**src/rtl/hazard_ctrl_pkg.sv**
```systemverilog
// Shared encodings for the mips32 hazard controller: MDU wait FSM states and register constants.
package hazard_ctrl_pkg;

  typedef enum logic {
    ST_RUN      = 1'b0,
    ST_MDU_WAIT = 1'b1
  } mdu_state_e;

  localparam logic [4:0] REG_ZERO = 5'd0;

endpackage

```
**src/rtl/hazard_ctrl_mdu_busy_timer.sv**
```systemverilog
// Tracks the in-flight mult/div op: RUN/MDU_WAIT FSM plus a down-counter reloaded on every start.
module mdu_busy_timer
  import hazard_ctrl_pkg::*;
#(
  parameter int MDU_LATENCY = 32,
  parameter int CNT_W       = 6
) (
  input  logic clk,
  input  logic rst,
  input  logic start,
  output logic busy
);

  localparam logic [CNT_W-1:0] CNT_LOAD = CNT_W'(MDU_LATENCY - 1);

  mdu_state_e       state_q, state_d;
  logic [CNT_W-1:0] cnt_q, cnt_d;

  always_ff @(posedge clk or posedge rst) begin
    if (rst) begin
      state_q <= ST_RUN;
      cnt_q   <= '0;
    end else begin
      state_q <= state_d;
      cnt_q   <= cnt_d;
    end
  end

  // A start always reloads, so back-to-back ops extend the wait instead of ending it early.
  always_comb begin
    state_d = state_q;
    cnt_d   = cnt_q;
    unique case (state_q)
      ST_RUN: begin
        if (start) begin
          state_d = ST_MDU_WAIT;
          cnt_d   = CNT_LOAD;
        end
      end
      ST_MDU_WAIT: begin
        if (start) begin
          cnt_d = CNT_LOAD;
        end else if (cnt_q == CNT_W'(1)) begin
          state_d = ST_RUN;
          cnt_d   = '0;
        end else begin
          cnt_d = cnt_q - CNT_W'(1);
        end
      end
      default: begin
        state_d = ST_RUN;
        cnt_d   = '0;
      end
    endcase
  end

  // busy is the FSM state itself and doubles as its observable state.
  assign busy = (state_q == ST_MDU_WAIT);

endmodule

```
**src/rtl/hazard_ctrl.sv**
```systemverilog
// Pipeline hazard controller: load-use, taken-branch and MDU-busy stall/flush control
// for PC, IF_ID and ID_EX, plus a saturating stall-cycle counter.
module hazard_ctrl
  import hazard_ctrl_pkg::*;
#(
  parameter int MDU_LATENCY = 32,
  parameter int CNT_W       = 6
) (
  input  logic        clk,
  input  logic        rst,
  input  logic [4:0]  id_rs,
  input  logic [4:0]  id_rt,
  input  logic        id_uses_rs,
  input  logic        id_uses_rt,
  input  logic        id_uses_hilo,
  input  logic        ex_mem_read,
  input  logic [4:0]  ex_rt,
  input  logic        ex_branch_taken,
  input  logic        mdu_start,
  output logic        pc_write,
  output logic        if_id_write,
  output logic        if_id_flush,
  output logic        id_ex_flush,
  output logic        mdu_busy,
  output logic [31:0] stall_cycles
);

  logic        load_use;
  logic        mdu_haz;
  logic        busy;
  logic [31:0] stall_cycles_q, stall_cycles_d;

  mdu_busy_timer #(
    .MDU_LATENCY(MDU_LATENCY),
    .CNT_W      (CNT_W)
  ) u_mdu_busy_timer (
    .clk  (clk),
    .rst  (rst),
    .start(mdu_start),
    .busy (busy)
  );

  assign mdu_busy = busy;

  assign load_use = ex_mem_read && (ex_rt != REG_ZERO) &&
                    ((id_uses_rs && (id_rs == ex_rt)) || (id_uses_rt && (id_rt == ex_rt)));

  // A hilo reader must also wait when the op is only being issued this very cycle.
  assign mdu_haz = id_uses_hilo && (busy || mdu_start);

  always_comb begin
    pc_write    = 1'b1;
    if_id_write = 1'b1;
    if_id_flush = 1'b0;
    id_ex_flush = 1'b0;
    if (ex_branch_taken) begin
      if_id_flush = 1'b1;
      id_ex_flush = 1'b1;
    end else if (load_use || mdu_haz) begin
      pc_write    = 1'b0;
      if_id_write = 1'b0;
      id_ex_flush = 1'b1;
    end
  end

  always_comb begin
    stall_cycles_d = stall_cycles_q;
    if (!pc_write && (stall_cycles_q != 32'hFFFF_FFFF)) begin
      stall_cycles_d = stall_cycles_q + 32'd1;
    end
  end

  always_ff @(posedge clk or posedge rst) begin
    if (rst) begin
      stall_cycles_q <= '0;
    end else begin
      stall_cycles_q <= stall_cycles_d;
    end
  end

  assign stall_cycles = stall_cycles_q;

endmodule

```
**config.mk**
```make
export PLATFORM = sky130hd
export DESIGN_NAME = hazard_ctrl
export DESIGN_NICKNAME = d
export VERILOG_FILES = /design/src/rtl/hazard_ctrl_pkg.sv /design/src/rtl/hazard_ctrl_mdu_busy_timer.sv /design/src/rtl/hazard_ctrl.sv
export SDC_FILE = /design/constraint.sdc
export NUM_CORES = 1
export LEC_CHECK = 0
export ABC_AREA = 1
export CORE_AREA = 2 2 85 87
export CTS_BUF_LIST = sky130_fd_sc_hd__clkbuf_4 sky130_fd_sc_hd__clkbuf_8
export DETAILED_ROUTE_END_ITERATION = 7
export DIE_AREA = 0 0 87 89
export GPL_ROUTABILITY_DRIVEN = 0
export PLACE_DENSITY = 0.68
export RECOVER_POWER = 50
export SYNTH_ARGS = -nofsm -noshare
export SYNTH_HDL_FRONTEND = slang
export SYNTH_HIERARCHICAL = 1
export SYNTH_SLANG_ARGS = --single-unit
export TNS_END_PERCENT = 10
```
**constraint.sdc**
```tcl
create_clock -name clk -period 1.9 [get_ports clk]
set_input_delay 0.38 -clock clk [delete_from_list [all_inputs] [get_ports clk]]
set_output_delay 0.38 -clock clk [all_outputs]
set_load 0.05 [all_outputs]
```
Word-level counts from Yosys, hierarchy flattened. Index checks and enable logic that the tools add are counted. Widths: inputs -> output; s select.

Register bits after elaboration: 39. Bits in latches: 0. RAM bits: 0. Memory bits (read-only): 0. Word-level logic and storage cells: 35. Memories kept: 0.

Add/subtract/negate cells: 2. Multiply operators: 0. Divide/modulo/power cells: 0. $lt $le $gt $ge: 0. Equal/unequal tests: 5. Shift-type cells: 0. Mux-type cells: 13. Bitwise gates (word level): 1. Reductions and logical operators: 11.

Operators with widths (number): $add 32x1->32 const B (1); $ne 32x32->1 const B (1); $mux 6 (3); $pmux 6 s2 (1); $eq 5x5->1 (2); $mux 1 (8); $eq 6x1->1 const B (1); $logic_and 1x1->1 (6); $sub 6x1->6 const B (1); $reduce_bool 5->1 (1); $logic_or 1x1->1 (3); $ne 2x2->1 const B (1); $pmux 1 s2 (1); $logic_not 1->1 (1); $not 1->1 (1).

Longest topological paths before layout. Gate-level depths: netlist of the first run.

Depth in word-level cells: 9. Depth in mapped cells: 12. Depth with buffers taken out: 11.

By module. The synthesis of the first run kept the hierarchy.

Modules (own cells, without submodules): hazard_ctrl (times used 1, cells each 404, area each 2497.4 µm², sequential area each 800.8 µm²); mdu_busy_timer (times used 1, cells each 50, area each 401.6 µm², sequential area each 175.2 µm²).

Worst setup path before layout of the first run. Ideal clock, no wire load.

Path type: register -> output. Start: register u_mdu_busy_timer.state_q (netlist: u_mdu_busy_timer/busy). End: output port pc_write. Arrival: 1.881 ns. Setup slack: -0.361 ns. Cell stages (with the launch flop): 6. Buffers on the path: 2. Cell sequence: dfrtp_1 > o21ai_0 > nand2_1 > buf_2 > nand2_1 > buf_4.

Longest elaborated chain between the ends: 5.

RTL lines: start: declaration (line hazard_ctrl_mdu_busy_timer.sv:16) `mdu_state_e state_q, state_d;`; start signal: assignment (line hazard_ctrl_mdu_busy_timer.sv:24) `state_q <= state_d;`; $logic_or 1x1->1 (line hazard_ctrl.sv:49) `assign mdu_haz = id_uses_hilo && (busy || mdu_start);`; $logic_and 1x1->1 (line hazard_ctrl.sv:49); $logic_or 1x1->1 (line hazard_ctrl.sv:59) `end else if (load_use || mdu_haz) begin`; $mux 1 (2 in series); end: declaration (line hazard_ctrl.sv:20) `output logic pc_write,`.

No other way between the ends.

Final worst setup path of the first run.
Start: input port mdu_start. End: output port id_ex_flush.

Longest elaborated chain between the ends: 5.

RTL lines: start: declaration (line hazard_ctrl.sv:19) `input logic mdu_start,`; $logic_or 1x1->1 (line hazard_ctrl.sv:49); $logic_and 1x1->1 (line hazard_ctrl.sv:49); $logic_or 1x1->1 (line hazard_ctrl.sv:59); $mux 1 (line hazard_ctrl.sv:59); $mux 1 (line hazard_ctrl.sv:56) `if (ex_branch_taken) begin`; end: declaration (line hazard_ctrl.sv:23) `output logic id_ex_flush,`.

No other way between the ends.

==> impl_results.md, run 1 <==
* Status: complete, no violations
* Sequential share of the synthesized area at 33.66%
* Syn_area_per_cell at 6.386 um^2
* Hold Path Class: in2async
* CTS buffer count at 5
* Vias in the first global route at 2934
* Combinational Power Share at 27.6%
* Critical path origin: mdu_start
* Initial antenna violation count at 0
* # IOs at 60
* Worst-path cell chain: clkdlybuf4s50_1 > o21ai_2 > buf_4 > nand3_1 > buf_12
* CORE AREA at 0.006719 mm^2
* GR Overflow Total at 0
* Most frequent cells in the layout: nand2_1, nor2_1, buf_4, dfrtp_1, nand4_1
* Worst vdd ir at 383.6 uV
* Compound-cell area share of the yosys netlist at 1.813%
* Port bufs at 59
* Routed vias/inst at 4.974
* 1st-pass router iterations at 4
* Crit Path Class: in2out
* Row Count at 30
* Tmin final at 1.818 ns
* Clock buffer depth at 2
* Critical Path RT at 1.52 ns
* CTS root buf: clkbuf_8
* #FFs+latches synth at 39
* Critical path depth at 5
* Cells after Synth at 454
* CP Capture Type: output pin
* R2R Setup Slk at 0.15 ns
* Final hold violation count at 0
* Sequential power share at 44.8%
* Worst-path clk slew at 0.07 ns
* H-tree depth at 2
* XOR/XNOR share of the synthesized area at 5.136%
* Skew final at 0.008624 ns
* Hpwl dp at 6.340 mm
* Antenna cell count at 0
* Mux cell area share after synthesis at 0%
* Filler Cells Inserted at 680
* Clk pwr share at 27.6%
* Starting DRT DRC Count at 194
* Dpl cell area at 0.003664 mm^2
* Area grow syn2layout at 28.92%
* Largest net degree at the start of global routing at 33
* Skew-Pair Late Insertion Delay at 0.29 ns
* Slowest library cell on the worst path: clkdlybuf4s50_1
* Max Freq at 0.5502 GHz
* Reg2reg start: stall_cycles[1]$_DFFE_PP0P_
* Post-Route WL at 8.235 mm
* Post-Route Utilization at 55.62%
* RSZ-0062 raised after global routing: false
* Finished Cell Area at 0.003737 mm^2
* First-pass GRT wire length at 13.91 mm
* Largest family of logic cells by synthesized area: simple AND/OR/NAND/NOR gates
* Max-cap violation count at 0
* Mapped Area at 0.002899 mm^2
* WP buf/inv at 3
* Switch Pwr at 738.5 uW
* Synth Area in Adders at 1.295%
* Cell internal pwr at 1.361 mW
* DRC violations left at 0
* Routed WL per cell at 13.43 um
* Worst-Margin Slew at 0.8377 ns
* Layout cells sized above 1 at 16.14%
* Max-slew violation count at 0
* Reg2Reg Depth at 10
* Synth unique cells at 27
* Final period util at 95.66%
* Initial core utilization at 43.15%
* Yosys warnings at 6
* Final setup viols at 0
* Die ar. at 0.007743 mm^2
* Rel. slew slack at 44.15%
* NumNets Final at 558
* Commonest non-fill, non-tap cell in the layout: nand2_1
* CTS tree: done
* Setup crit start kind: primary input
* Crit Reg-Reg Endpoint: stall_cycles[3]$_DFFE_PP0P_
* Leak pwr at 1.933 nW
* PD cells at 561.7 mW/mm^2
* Final antenna-violating net count at 0
* Die W at 87 um
* CP Capture Point: id_ex_flush
* Detailed-route via count at 3049
* Family with the most delay on the worst path: buffers and inverters
* CP arrival at 1.44 ns
* Switching share of power at 35.18%
* CP max FO at 2
* Net Count, Synth at 480
* CP max stage delay at 0.44 ns
* GR Util All Layers at 22.84%
* Clock Sinks at 39
* Die height at 89 um
* Simple-gate share of the synthesized area at 50.58%
[cell usage after synthesis]
| cell type | count | share of area (%) |
|---|---|---|
| nand4_1 | 35 | 7.6 |
| clkbuf_1 | 3 | 0.39 |
| xnor2_1 | 7 | 2.1 |
| a22oi_1 | 1 | 0.26 |
| nor2_4 | 2 | 0.78 |
| o21ai_1 | 1 | 0.17 |
| nand2_2 | 2 | 0.43 |
| nand3_1 | 10 | 1.7 |
| a21oi_1 | 4 | 0.69 |
| nand3b_1 | 13 | 3.4 |
| inv_2 | 2 | 0.26 |
| buf_4 | 2 | 0.52 |
| xor2_1 | 10 | 3.0 |
| nor2_1 | 65 | 8.4 |
| buf_2 | 6 | 1.0 |
| o21ai_0 | 4 | 0.69 |
| ha_1 | 3 | 1.3 |
| inv_1 | 31 | 4.0 |
| nor3_1 | 2 | 0.35 |
| clkinv_1 | 1 | 0.13 |
| nand4_2 | 1 | 0.43 |
| dfrtp_1 | 39 | 34 |
| or2_1 | 1 | 0.22 |
| nor3_2 | 1 | 0.35 |
| nand2_1 | 203 | 26 |
| buf_6 | 3 | 1.2 |
| nand3_2 | 2 | 0.69 |
[repair_timing]
action                     4_1_cts  5_1_grt
pin swaps                       11        2
cloned                           0        0
hold buffers                     0        0
setup buffers                    1        0
gates resized for setup         25       15
setup endpoints to repair        3       30
[cell type report]
class,count,area [um^2],area share [%]
inverter,34,127.6,3.415
tap,80,100.1,2.678
multi-input combinational,367,1747,46.74
clock inverter,1,5.005,0.1339
clock buffer,7,83.83,2.243
timing repair buffer,85,695.7,18.61
sequential,39,978.4,26.18
[power groups by stage]
stage	clock, mW	combinational [mW]	sequential (mW)
3_5_place_dp	0	0.606	0.957
2_1_floorplan	0	0.224	1.10
3_3_place_gp	0	0.598	0.953
5_1_grt	0.632	0.635	0.947
6_report	0.579	0.580	0.940
4_1_cts	0.601	0.604	0.940
[registers in the layout, indices dropped and copies added (netlist names)]
name,flops
u_mdu_busy_timer/busy,1
stall_cycles,32
u_mdu_busy_timer/cnt_q,6
[metrics by stage]
step | hold slack, ns | cells | setup TNS, ns | power (mW) | setup WS [ns]
6_report | 0.4873 | 613 | 0 | 2.099 | 0.08247
5_1_grt | 0.5198 | 613 | 0 | 2.214 | 0.007547
4_1_cts | 0.3606 | 613 | 0 | 2.144 | 0.05089
3_5_place_dp | 0.5167 | 604 | -9.651 | 1.563 | -0.4231
3_3_place_gp | 0.5127 | 604 | -8.310 | 1.551 | -0.3828
2_1_floorplan | 0.1833 | 454 | -0.1120 | 1.323 | -0.1120
[layer usage]
layer	vias to the layer above	track usage, %	wire length [um]
met4	0	3.835	55
met1	1383	30.63	3815
met2	68	39.42	3983
li1	1594	-	-
met3	4	3.786	380
met5	-	0	0
[how the worst min path moves through the flow]
stage,slack (ns),depth (start not counted),endpoint,from
6_report,0.49,2,u_mdu_busy_timer/cnt_q[0]$_DFFE_PP0P_,rst
5_1_grt,0.52,2,u_mdu_busy_timer/cnt_q[4]$_DFFE_PP0P_,rst
4_1_cts,0.36,2,u_mdu_busy_timer/cnt_q[0]$_DFFE_PP0P_,rst
3_5_place_dp,0.52,2,stall_cycles[31]$_DFFE_PP0P_,stall_cycles[31]$_DFFE_PP0P_
3_3_place_gp,0.51,2,stall_cycles[31]$_DFFE_PP0P_,stall_cycles[31]$_DFFE_PP0P_
2_1_floorplan,0.18,1,u_mdu_busy_timer/cnt_q[0]$_DFFE_PP0P_,rst
[cell families (layout without fill, tap and decap cells)]
family,after synthesis,after routing
xor+xnor,17,17
fa+ha+maj,3,3
flops,39,39
buf+inv,48,127
simple gates,337,337
compound gates,10,10
Power figures use the tool's default switching activity.
==> run 2: changes to the inputs <==
Settings changed: SKIP_LAST_GASP set to 1.
==> run 2 against run 1 <==
Against the previous run: count of clock-buffer cells in the layout stayed put; via count is 0.33% higher; worst hold slack hardly changed; setup slack hardly changed; sequential power hardly changed; utilization is 0.15 points higher; sequential share of layout area is 0.070 points lower; die area stayed put; non-clock buffer count stayed put; register-to-register slack worse by 0.02 ns; sequential cell count stayed put; fmax hardly changed.
==> impl_results.md, run 2 (synthesis gave the netlist of run 1 again) <==
* Status: complete, no violations (unchanged)
* Setup crit start kind: primary input (unchanged)
* Final antenna-violating net count at 0 (unchanged)
* Hold Path Class: in2async (unchanged)
* Reg2Reg Depth at 10 (unchanged)
* CP Capture Type: output pin (unchanged)
* Sequential power share at 44.5% (was 44.8%)
* Filler Cells Inserted at 676 (was 680)
* RSZ-0062 raised after global routing: true (was false)
* Die W at 87 um (unchanged)
* Die height at 89 um (unchanged)
* Combinational Power Share at 28.3% (was 27.6%)
* Die ar. at 0.007743 mm^2 (unchanged)
* Antenna cell count at 0 (unchanged)
* Final hold violation count at 0 (unchanged)
* Post-Route WL at 8.243 mm (was 8.235 mm)
* Vias in the first global route at 2934 (unchanged)
* Largest net degree at the start of global routing at 33 (unchanged)
* Max-slew violation count at 0 (unchanged)
* GR Util All Layers at 22.84% (unchanged)
* Tmin final at 1.818 ns (about the same)
* Placed Instances at 604 (unchanged)
* Max Freq at 0.5502 GHz (about the same)
* H-tree depth at 2 (unchanged)
* Area grow syn2layout at 29.26% (was 28.92%)
* CP arrival at 1.44 ns (about the same)
* Most frequent cells in the layout: nand2_1, nor2_1, buf_4, dfrtp_1, nand4_1 (unchanged)
* CP max FO at 2 (unchanged)
* Starting DRT DRC Count at 194 (unchanged)
* First-pass GRT wire length at 13.91 mm (unchanged)
* Clock buffer depth at 2 (unchanged)
* PD cells at 564.7 mW/mm^2 (was 561.7 mW/mm^2)
* Finished Cell Area at 0.003747 mm^2 (was 0.003737 mm^2)
* Routed WL per cell at 13.45 um (was 13.43 um)
* Hold WS at 0.4875 ns (was 0.4873 ns)
* NumNets Final at 558 (unchanged)
* Initial antenna violation count at 0 (unchanged)
* Crit Path Class: in2out (unchanged)
* Max reg flops at 32 (unchanged)
* Final setup viols at 0 (unchanged)
* Rel. slew slack at 44.69% (was 44.15%)
* Pwr Total at 2.116 mW (was 2.099 mW)
* CTS buffer count at 5 (unchanged)
* Skew-Pair Late Insertion Delay at 0.29 ns (about the same)
* Max-cap violation count at 0 (unchanged)
* Skew final at 0.008832 ns (was 0.008624 ns)
* Commonest non-fill, non-tap cell in the layout: nand2_1 (unchanged)
* Final period util at 95.66% (about the same)
* Switch Pwr at 737.3 uW (was 738.5 uW)
* Reg2reg start: stall_cycles[1]$_DFFE_PP0P_ (unchanged)
* # IOs at 60 (unchanged)
* Hpwl dp at 6.340 mm (unchanged)
* Critical Path RT at 1.52 ns (about the same)
* GR Overflow Total at 0 (unchanged)
* Switching share of power at 34.84% (was 35.18%)
* CTS root buf: clkbuf_8 (unchanged)
* Port bufs at 59 (unchanged)
* CORE AREA at 0.006719 mm^2 (unchanged)
* Cell internal pwr at 1.379 mW (was 1.361 mW)
* Routed vias/inst at 4.990 (was 4.974)
* Clock Sinks at 39 (unchanged)
* CTS tree: done (unchanged)
* Dpl cell area at 0.003664 mm^2 (unchanged)
* Clk pwr share at 27.3% (was 27.6%)
* Layout cells sized above 1 at 17.07% (was 16.14%)
* Detailed-route via count at 3059 (was 3049)
* Final TNS setup at 0 ns (unchanged)
* Worst-path clk slew at 0.07 ns (about the same)
* 1st-pass router iterations at 4 (unchanged)
* Row Count at 30 (unchanged)
* Leak pwr at 1.947 nW (was 1.933 nW)
* R2R Setup Slk at 0.13 ns (was 0.15 ns)
* Initial core utilization at 43.15% (unchanged)
* Finished Layout Cells at 613 (unchanged)
* Worst-Margin Slew at 0.8296 ns (was 0.8377 ns)
* Crit Reg-Reg Endpoint: stall_cycles[3]$_DFFE_PP0P_ (unchanged)
* Worst vdd ir at 384.2 uV (was 383.6 uV)
* DRC violations left at 0 (unchanged)
[run 2: cell type report]
class	count	area, um^2	area share [%]
Clock buffer	7	83.83	2.237
Clock inverter	1	5.005	0.1336
Inverter	34	127.6	3.406
Multi-Input combinational cell	367	1738	46.38
Sequential cell	39	978.4	26.11
Tap cell	80	100.1	2.671
Timing Repair Buffer	85	714.4	19.07
[run 2: how the worst max path moves through the flow]
stage | startpoint | endpoint | slack [ns]
after CTS | mdu_start | id_ex_flush | -0.007
after global placement | ex_rt[1] | if_id_write | -0.38
after detailed placement | ex_rt[1] | if_id_write | -0.42
after global routing | stall_cycles[1]$_DFFE_PP0P_ | stall_cycles[2]$_DFFE_PP0P_ | -0.005
after floorplan | ex_rt[3] | pc_write | -0.11
final | mdu_start | id_ex_flush | 0.08
[run 2: critical path, cell delays in order]
cell	delay (ns)
clkdlybuf4s50_1	0.44
o21ai_2	0.19
buf_4	0.13
nand3_1	0.11
buf_12	0.17
[run 2: layer usage]
layer,up-vias,share of wire (%),track usage [%]
met3,4,4.8,3.786
met4,0,0.67,3.835
met5,-,0,0
met2,75,48,39.42
met1,1385,46,30.63
li1,1595,-,-
[run 2: power groups by stage]
stage	combinational [mW]	sequential (mW)	clock [mW]
6_report	0.598	0.941	0.577
4_1_cts	0.603	0.940	0.601
2_1_floorplan	0.224	1.10	0
3_3_place_gp	0.598	0.953	0
5_1_grt	0.653	0.947	0.632
3_5_place_dp	0.606	0.957	0
[run 2: metrics by stage]
step / utilization (%) / setup slack, ns
after detailed placement: 54.53 / -0.4231
after global placement: 54.53 / -0.3828
after global routing: 55.77 / -0.004935
after floorplan: - / -0.1120
after CTS: 55.90 / -0.007192
final: 55.77 / 0.08244
[run 2: what timing repair did]
action | CTS | global route
endpoints found under the setup margin | 3 | 30
pin swaps | 11 | 2
buffers inserted | 1 | 0
hold buffers | 0 | 0
resized for setup | 24 | 15
==> run 3: changes to the inputs <==
Settings changed: ABC_AREA 1 to not set, CORE_AREA 2 2 85 87 to 2 2 75 77, DIE_AREA 0 0 87 89 to 0 0 77 79, PLACE_DENSITY 0.68 to 0.71.
==> run 3 against run 2 <==
Against the previous run: the flow now finishes with violations (setup timing); critical path depth rose by 2; largest cell class unchanged; sequential power rose by 8%; synthesized area fell by 23%; highest routed layer unchanged; utilization rose by 3.7 points.
==> impl_results.md, run 3 <==
* Max Freq at 0.4852 GHz (was 0.5502 GHz)
* Post-Route Utilization at 59.47% (was 55.77%)
* CORE AREA at 0.005338 mm^2 (was 0.006719 mm^2)
* Cells after Synth at 207 (was 454)
* GR Overflow Total at 0 (unchanged)
* Starting DRT DRC Count at 72 (was 194)
* Largest net degree at the start of global routing at 33 (unchanged)
* Layout cells sized above 1 at 47.24% (was 17.07%)
* CP Capture Type: output pin (unchanged)
* Filler Cells Inserted at 477 (was 676)
* Skew-Pair Late Insertion Delay at 0.29 ns (about the same)
* Syn_area_per_cell at 10.73 um^2 (was 6.386 um^2)
* Status: finished with violations (was complete, no violations)
* 1st-pass router iterations at 4 (unchanged)
* Post-synth top cells: dfrtp_1, xnor2_1, and3_1, nand3_1, nand4_1 (was nand2_1, nor2_1, dfrtp_1, nand4_1, inv_1)
* Yosys warnings at 6 (unchanged)
* DRC violations left at 0 (unchanged)
* Leak pwr at 1.425 nW (was 1.947 nW)
* Worst vdd ir at 567.7 uV (was 384.2 uV)
* Post-synth EDFFs at 0 (unchanged)
* Rel. slew slack at 46.59% (was 44.69%)
* Hold Path Class: reg2reg (was in2async)
* Worst-path clk slew at 0.08 ns (was 0.07 ns)
* Most frequent cells in the layout: buf_4, xnor2_1, dfrtp_2, and3_1, dfrtp_1 (was nand2_1, nor2_1, buf_4, dfrtp_1, nand4_1)
* Final worst slack at -0.1610 ns (was 0.08244 ns)
* Max reg flops at 32 (unchanged)
* Final hold violation count at 0 (unchanged)
* Antenna cell count at 0 (unchanged)
* H-tree depth at 2 (unchanged)
* Top-area cell type share of the netlist area at 43.92% (was 33.66%)
* Die W at 77 um (was 87 um)
* CTS tree: done (unchanged)
* Skew final at 0.008113 ns (was 0.008832 ns)
* NumNets Final at 315 (was 558)
* Die ar. at 0.006083 mm^2 (was 0.007743 mm^2)
* Crit Path Class: in2out (unchanged)
* Share of flip-flops with an asynchronous set or reset at 100.0% (unchanged)
* Ys flop type: dfrtp_1 (unchanged)
* Max-slew violation count at 0 (unchanged)
* Mapped Area at 0.002222 mm^2 (was 0.002899 mm^2)
* Commonest non-fill, non-tap cell in the layout: buf_4 (was nand2_1)
* Die height at 79 um (was 89 um)
* CP arrival at 1.68 ns (was 1.44 ns)
* Final TNS setup at -0.8445 ns (was 0 ns)
* Initial core utilization at 41.63% (was 43.15%)
* Row Count at 27 (was 30)
* Synth unique cells at 46 (was 27)
* First-pass GRT wire length at 8.328 mm (was 13.91 mm)
* GR Util All Layers at 17.23% (was 22.84%)
* Clock Sinks at 39 (unchanged)
* Net Count, Synth at 233 (was 480)
* Clock buffer depth at 2 (unchanged)
* Post-Route WL at 5.037 mm (was 8.243 mm)
* Detailed-route via count at 1862 (was 3059)
* #FFs+latches synth at 39 (unchanged)
* Initial antenna violation count at 0 (unchanged)
* CTS root buf: clkbuf_8 (unchanged)
* Final period util at 108.5% (was 95.66%)
* Tmin final at 2.061 ns (was 1.818 ns)
* Final antenna-violating net count at 0 (unchanged)
* Area grow syn2layout at 42.85% (was 29.26%)
* Count leader, synth: dfrtp_1 (was nand2_1)
* RSZ-0062 raised after global routing: true (unchanged)
* Max-cap violation count at 0 (unchanged)
* CTS Hold Bufs at 0 (unchanged)
* # IOs at 60 (unchanged)
* Vias in the first global route at 1850 (was 2934)
* Final setup viols at 16 (was 0)
* Port bufs at 59 (unchanged)
* Sequential share of the synthesized area at 43.92% (was 33.66%)
* CTS buffer count at 5 (unchanged)
* Critical Path RT at 1.52 ns (about the same)
* Hpwl dp at 3.746 mm (was 6.340 mm)
* Routed WL per cell at 13.91 um (was 13.45 um)
* PD cells at 714.9 mW/mm^2 (was 564.7 mW/mm^2)
* Worst-Margin Slew at 0.8011 ns (was 0.8296 ns)
* Top cells by area, synth: dfrtp_1, xnor2_1, and3_1 (was dfrtp_1, nand2_1, nor2_1)
* CP max FO at 3 (was 2)
* Yosys top cell by area: dfrtp_1 (unchanged)
* Failing checks: setup timing
* Setup crit start kind: primary input (unchanged)
* Routed vias/inst at 5.144 (was 4.990)
-- run 3: cell count changes after synthesis, moves of 4 or more --
cell / before / now
nand2_1: 203 / 6
nor2_1: 65 / 6
nand4_1: 35 / 12
xnor2_1: 7 / 30
inv_1: 31 / 11
and3_1: 0 / 14
nand3b_1: 13 / 0
buf_2: 6 / 1
nand3_2: 2 / 7
o31ai_1: 0 / 4
-- run 3: stage by stage --
step           cells  hold WS (ns)  power (mW)  setup WS [ns]  area (um^2)
6_report         362        0.4841       2.269        -0.1610         3174
3_3_place_gp     350        0.4710       1.671        -0.5940         2989
3_5_place_dp     350        0.4762       1.685        -0.6695         2989
2_1_floorplan    207        0.1833       1.447        -0.2829         2308
5_1_grt          362        0.5009       2.370        -0.2155         3174
4_1_cts          359        0.3657       2.257        -0.2240         3102
-- run 3: final timing paths --
| check | start | depth (start not counted) | slack, ns | to |
|---|---|---|---|---|
| worst min-delay path | stall_cycles[11]$_DFFE_PP0P_ | 1 | 0.48 | stall_cycles[11]$_DFFE_PP0P_ |
| max in group asynchronous | rst | 3 | 0.54 | stall_cycles[19]$_DFFE_PP0P_ |
| worst max register to register | stall_cycles[10]$_DFFE_PP0P_ | 7 | 0.05 | stall_cycles[15]$_DFFE_PP0P_ |
| worst min register to register | stall_cycles[11]$_DFFE_PP0P_ | 1 | 0.48 | stall_cycles[11]$_DFFE_PP0P_ |
| min in group asynchronous | rst | 2 | 0.50 | u_mdu_busy_timer/cnt_q[3]$_DFFE_PP0P_ |
| worst max-delay path | ex_rt[2] | 7 | -0.16 | pc_write |
-- run 3: repair_timing --
| item | CTS | global route |
|---|---|---|
| setup endpoints to repair | 35 | 30 |
| gates cloned | 0 | 0 |
| pin swaps | 12 | 7 |
| resized for setup | 48 | 24 |
| setup buffers | 1 | 4 |
| hold endpoints to repair | 0 | 0 |
-- run 3: metal layers --
| layer | global-route usage [%] | vias up | wire length, um |
|---|---|---|---|
| met4 | 8.214 | 0 | 107 |
| met2 | 29.74 | 63 | 2455 |
| met5 | 0 | - | 0 |
| met1 | 20.63 | 886 | 2196 |
| met3 | 3.636 | 7 | 278 |
| li1 | - | 906 | - |
-- run 3: critical path: stages --
cell and delay, ns:
buf_8 0.10, or4_4 0.53, o21ai_2 0.16, nand2b_4 0.15, o22ai_4 0.08, clkinvlp_4 0.13
buf_8 0.15
-- run 3: layout make-up --
type / instances / area (um^2) / share of cell area, %
Clock buffer: 6 / 76.32 / 2.404
Clock inverter: 2 / 12.51 / 0.3942
Inverter: 11 / 45.04 / 1.419
Multi-Input combinational cell: 150 / 1250 / 39.38
Sequential cell: 39 / 1007 / 31.73
Tap cell: 72 / 90.09 / 2.838
Timing Repair Buffer: 82 / 693.2 / 21.84
-- run 3: report_power, final --
part	leakage, nW	total [mW]	switching, mW	internal [mW]
logic	0.910	0.683	0.408	0.276
registers	0.470	1.02	0.109	0.906
clock network	0.0446	0.571	0.300	0.271
total	1.43	2.27	0.816	1.45
-- run 3: logic make-up (layout without fill, tap and decap cells) --
family                     count (synthesis)  count (layout)  synth area share (%)
muxes                                      2               2                 1.013
AOI/OAI and AO/OA                         19              19                 5.800
xor gates and xnor gates                  40              40                 15.77
adders and majority gates                  3               3                 1.689
and+or+nand+nor                           86              86                 27.20
DFF                                       39              39                 43.92
buffers and inverters                     18             101                 4.617
